File: src/rtl/xor_or_pkg.sv
// Shared defaults for the registered (a ^ b) | c pipeline.
// WIDTH is the operand/result width, CNT_W the delivered-result counter width.
package xor_or_pkg;

  localparam int DEFAULT_WIDTH = 1;
  localparam int DEFAULT_CNT_W = 16;

endpackage : xor_or_pkg

File: src/rtl/xor_or_pipeline_pipe_reg_slice.sv
// One valid/ready register stage: holds a single item and accepts a new one
// whenever it is empty or its current item leaves in the same cycle.
module pipe_reg_slice #(
  parameter int DW = 2
) (
  input  logic          clk,
  input  logic          rst_n,
  input  logic          in_valid,
  output logic          in_ready,
  input  logic [DW-1:0] in_data,
  output logic          out_valid,
  input  logic          out_ready,
  output logic [DW-1:0] out_data
);

  logic          valid_q, valid_d;
  logic [DW-1:0] data_q, data_d;
  logic          load;

  assign in_ready = !valid_q || out_ready;
  assign load     = in_valid && in_ready;

  always_comb begin
    valid_d = valid_q;
    data_d  = data_q;
    if (load) begin
      valid_d = 1'b1;
      data_d  = in_data;
    end else if (out_ready) begin
      valid_d = 1'b0;
    end
  end

  always_ff @(posedge clk) begin
    if (!rst_n) begin
      valid_q <= 1'b0;
      data_q  <= '0;
    end else begin
      valid_q <= valid_d;
      data_q  <= data_d;
    end
  end

  assign out_valid = valid_q;
  assign out_data  = data_q;

endmodule : pipe_reg_slice

File: src/rtl/xor_or_pipeline.sv
// Two-slice flow-controlled pipeline computing x = (a ^ b) | c, with a
// saturating count of results handed to the downstream consumer.
module xor_or_pipeline
  import xor_or_pkg::*;
#(
  parameter int WIDTH = DEFAULT_WIDTH,
  parameter int CNT_W = DEFAULT_CNT_W
) (
  input  logic             clk,
  input  logic             rst_n,
  input  logic             in_valid,
  output logic             in_ready,
  input  logic [WIDTH-1:0] a,
  input  logic [WIDTH-1:0] b,
  input  logic [WIDTH-1:0] c,
  output logic             out_valid,
  input  logic             out_ready,
  output logic [WIDTH-1:0] x,
  output logic [CNT_W-1:0] out_count
);

  logic               s1_valid;
  logic               s2_ready;
  logic [2*WIDTH-1:0] s1_in;
  logic [2*WIDTH-1:0] s1_data;
  logic [WIDTH-1:0]   s1_ab, s1_c, s2_in;
  logic [CNT_W-1:0]   count_q, count_d;

  assign s1_in = {a ^ b, c};

  pipe_reg_slice #(.DW(2*WIDTH)) u_slice1 (
    .clk       (clk),
    .rst_n     (rst_n),
    .in_valid  (in_valid),
    .in_ready  (in_ready),
    .in_data   (s1_in),
    .out_valid (s1_valid),
    .out_ready (s2_ready),
    .out_data  (s1_data)
  );

  // The OR sits between the slices so slice 2 only stores the final result.
  assign s1_ab = s1_data[2*WIDTH-1:WIDTH];
  assign s1_c  = s1_data[WIDTH-1:0];
  assign s2_in = s1_ab | s1_c;

  pipe_reg_slice #(.DW(WIDTH)) u_slice2 (
    .clk       (clk),
    .rst_n     (rst_n),
    .in_valid  (s1_valid),
    .in_ready  (s2_ready),
    .in_data   (s2_in),
    .out_valid (out_valid),
    .out_ready (out_ready),
    .out_data  (x)
  );

  always_comb begin
    count_d = count_q;
    if (out_valid && out_ready && (count_q != {CNT_W{1'b1}})) begin
      count_d = count_q + 1'b1;
    end
  end

  always_ff @(posedge clk) begin
    if (!rst_n) begin
      count_q <= '0;
    end else begin
      count_q <= count_d;
    end
  end

  assign out_count = count_q;

endmodule : xor_or_pipeline
File: config.mk
export PLATFORM = sky130hd
export DESIGN_NAME = xor_or_pipeline
export DESIGN_NICKNAME = d
export VERILOG_FILES = /design/src/rtl/xor_or_pkg.sv /design/src/rtl/xor_or_pipeline_pipe_reg_slice.sv /design/src/rtl/xor_or_pipeline.sv
export SDC_FILE = /design/constraint.sdc
export NUM_CORES = 1
export LEC_CHECK = 0
export CAP_MARGIN = 20
export CELL_PAD_IN_SITES_DETAIL_PLACEMENT = 0
export CELL_PAD_IN_SITES_GLOBAL_PLACEMENT = 1
export CORE_MARGIN = 2
export CORE_UTILIZATION = 32
export DETAILED_ROUTE_END_ITERATION = 10
export PLACE_DENSITY_LB_ADDON = 0.1
export SLEW_MARGIN = 25
export SYNTH_ARGS = -nofsm -noshare
export SYNTH_HDL_FRONTEND = slang
export SYNTH_SLANG_ARGS = --single-unit
File: constraint.sdc
create_clock -name clk -period 1.91 [get_ports clk]
set_clock_uncertainty 0.2 [all_clocks]
set_input_delay 0.2865 -clock clk [delete_from_list [all_inputs] [get_ports clk]]
set_output_delay 0.2865 -clock clk [all_outputs]
set_load 0.02 [all_outputs]
==> metrics.txt, run 1 <==
Slew HR 0.6999; DRT iter0 DRCs 41; ratio of cells with drive above 1 in the final layout 0.2176; Final Critical Period ~1.8 ns; Worst Path Required between 1.5 and 2 ns; ant diodes 0; area grow syn2layout 48.01%; Max VDD drop 0.2098 mV; syn_nets 131; cts hold-fix bufs 0; Crit Path Max Fanout 6; Async SR Flop Fraction 0; CTS H-tree lvls 1; post-route cell area 1582 um2; Post-synth EDFFs 0; total power 737.9 uW; CTS tree built; nets@finish 179; Total GRT Usage 0.1624; post-synthesis sequential area ratio 0.3934; vias per cell 5.136; Psw 179.0 uW; Critical Path Sink Type register; vias in the first global route 1048; Static Leakage 0.7187 nW; drt wl/cell about 13 um; first-pass GRT wire length ~4700 um; max-cap violations 0; dpl hpwl ~2100 um; Die ar. 3817 um2; initial antenna violation count 0; # DRC 0; clock power share 0.301; combinational fraction of design power 0.084; class of the worst hold path reg -> reg; Routed Antenna Nets 0; placed cell count 210; CP arrival about 1.8 ns; final hold slack 0.2853 ns; # setup viols final 0; Final Wtd Congestion approximately 0.80; port buffer count 25; P_int around 560 uW; Synth Warn # 0; pre-CTS setup slack -0.2566 ns; Placed Area around 1500 um2; Primary FF master, synth dfxtp_1; crit start category register; pin count of the biggest net entering global routing 14; clk sinks 21; sw frac 0.2425; Fin. Hold Viols 0; CTS clk-pin slew, worst paths 0.12 ns; status finished, final reports clean; total wire length 2771 um; Fmax 0.5441 GHz; core area 3103 um2; row count 20; Initial Util 0.3444; most frequent cells in the layout 21 x buf_4, 18 x dfxtp_1, 16 x nand2_1; actual slew at the worst max-slew pin around 0.45 ns; Avg Synthesized Cell Area between 8 and 9 um2; CP Class reg -> reg; # Post-CTS Setup Buffers 0; Worst-Skew Late Latency around 0.3 ns; post-synthesis sequential element count 21; worst setup margin between 0.07 and 0.08 ns; RSZ-0062 raised after global routing yes; Die X 61.79 um; Die Height 61.79 um; grt ovf 0; Mapped Area 1069 um2; Tcrit/Tclk final 0.9622; clk buf depth 2; setup TNS 0 ns; Core Util, Final 0.5097; DRT Pass-1 Iters 4; Pwr Density approximately 470 nW/um2; root buf cell clkbuf_4; Vias roughly 1100; Synth Instances 123; commonest non-fill, non-tap cell in the layout buf_4; sequential cell fraction of total power 0.615; IO Count 26; CTS buffer count 3; Final Non-Filler Cells 214; Synth cell types 40; fin. max-slew vios 0
==> final cells by class <==
type                            count  area, um2
Multi-Input combinational cell     92      620.6
Tap cell                           44      55.05
Fill cell                         343       1521
Timing Repair Buffer               46      426.7
Clock buffer                        4      26.28
Inverter                            7      26.28
Sequential cell                    21      426.7
==> cells by family after synthesis <==
group           after synthesis  synth area share
compound gates               31            0.2096
xor+xnor                      2           0.01640
fa+ha+maj                     1           0.01171
buf+inv                      10           0.03865
flops                        21            0.3934
mux                           3           0.02810
simple gates                 55            0.3021
==> routing by layer <==
metal  track usage  up-vias  part of all wire
li1              -      559                 -
met1        0.2131      511              0.50
met2        0.2722       27              0.46
met3       0.02484        2             0.039
met4       0.05471        0            0.0069
met5             0        -                 0
==> critical path, cell delays in order (launching register included) <==
cell and delay [ns]:
dfxtp_1 0.46, nand4_2 0.21, or4b_1 0.61, o211ai_2 0.18, o31ai_2 0.08
==> synth_stat cells (2+ instances only) <==
master | n | share of area
nand2_1 | 16 | 0.056
nand4_1 | 3 | 0.018
nand3_1 | 5 | 0.023
nor2_1 | 8 | 0.028
o31ai_1 | 4 | 0.028
dfxtp_1 | 21 | 0.39
inv_1 | 7 | 0.025
a21oi_1 | 11 | 0.052
or3_1 | 2 | 0.012
mux2i_1 | 3 | 0.028
or4_1 | 4 | 0.028
a311oi_1 | 2 | 0.016
o21ai_0 | 3 | 0.014
and4_1 | 3 | 0.025
clkbuf_1 | 2 | 0.0070
nand2b_1 | 3 | 0.018
nand4_2 | 2 | 0.023
nor4_2 | 2 | 0.023
==> power groups by stage <==
stage | sequential [mW] | combinational (mW) | clock [mW]
floorplan | 0.467 | 0.0252 | 0
global placement | 0.463 | 0.0627 | 0
detailed placement | 0.464 | 0.0634 | 0
CTS | 0.454 | 0.0633 | 0.229
global route | 0.456 | 0.0683 | 0.251
finish | 0.454 | 0.0623 | 0.222
==> timing repair <==
| action | CTS | global route |
|---|---|---|
| setup endpoints to repair | 3 | 17 |
| pin swaps | 0 | 0 |
| resized for setup | 3 | 11 |
==> worst paths after layout <==
kind	from	end	slack (ns)	cells past startpoint
worst max register to register	out_count[9]	out_count[12]	0.07	4
worst min register to register	u_slice1.out_data[0]	u_slice1.out_data[0]	0.29	2
worst min-delay path	u_slice1.out_data[0]	u_slice1.out_data[0]	0.29	2
worst max-delay path	out_count[9]	out_count[12]	0.07	4
==> registers in the layout, summed over array words and instances, names as in the netlist <==
| signal | flops |
|---|---|
| u_slice1.out_valid | 1 |
| out_count | 16 |
| u_slice1.out_data | 2 |
| u_slice2.out_valid | 1 |
| u_slice2.out_data | 1 |
No activity file was read; power rests on OpenSTA's default activity.
==> run 2: changes to the inputs <==
--- a/config.mk
+++ b/config.mk
@@ -12,6 +12,7 @@
 export CORE_UTILIZATION = 32
 export DETAILED_ROUTE_END_ITERATION = 10
 export PLACE_DENSITY_LB_ADDON = 0.1
+export SKIP_LAST_GASP = 1
 export SLEW_MARGIN = 25
 export SYNTH_ARGS = -nofsm -noshare
 export SYNTH_HDL_FRONTEND = slang
==> results of run 2 <==
No change in the layout: final DEF, timing and power equal those of run 1.
==> run 3: changes to the inputs <==
--- a/config.mk
+++ b/config.mk
@@ -10,6 +10,7 @@
 export CELL_PAD_IN_SITES_GLOBAL_PLACEMENT = 1
 export CORE_MARGIN = 2
 export CORE_UTILIZATION = 32
+export CTS_CLUSTER_DIAMETER = 30
 export DETAILED_ROUTE_END_ITERATION = 10
 export PLACE_DENSITY_LB_ADDON = 0.1
 export SKIP_LAST_GASP = 1
==> results of run 3 <==
No change in the layout: final DEF, timing and power equal those of run 1.
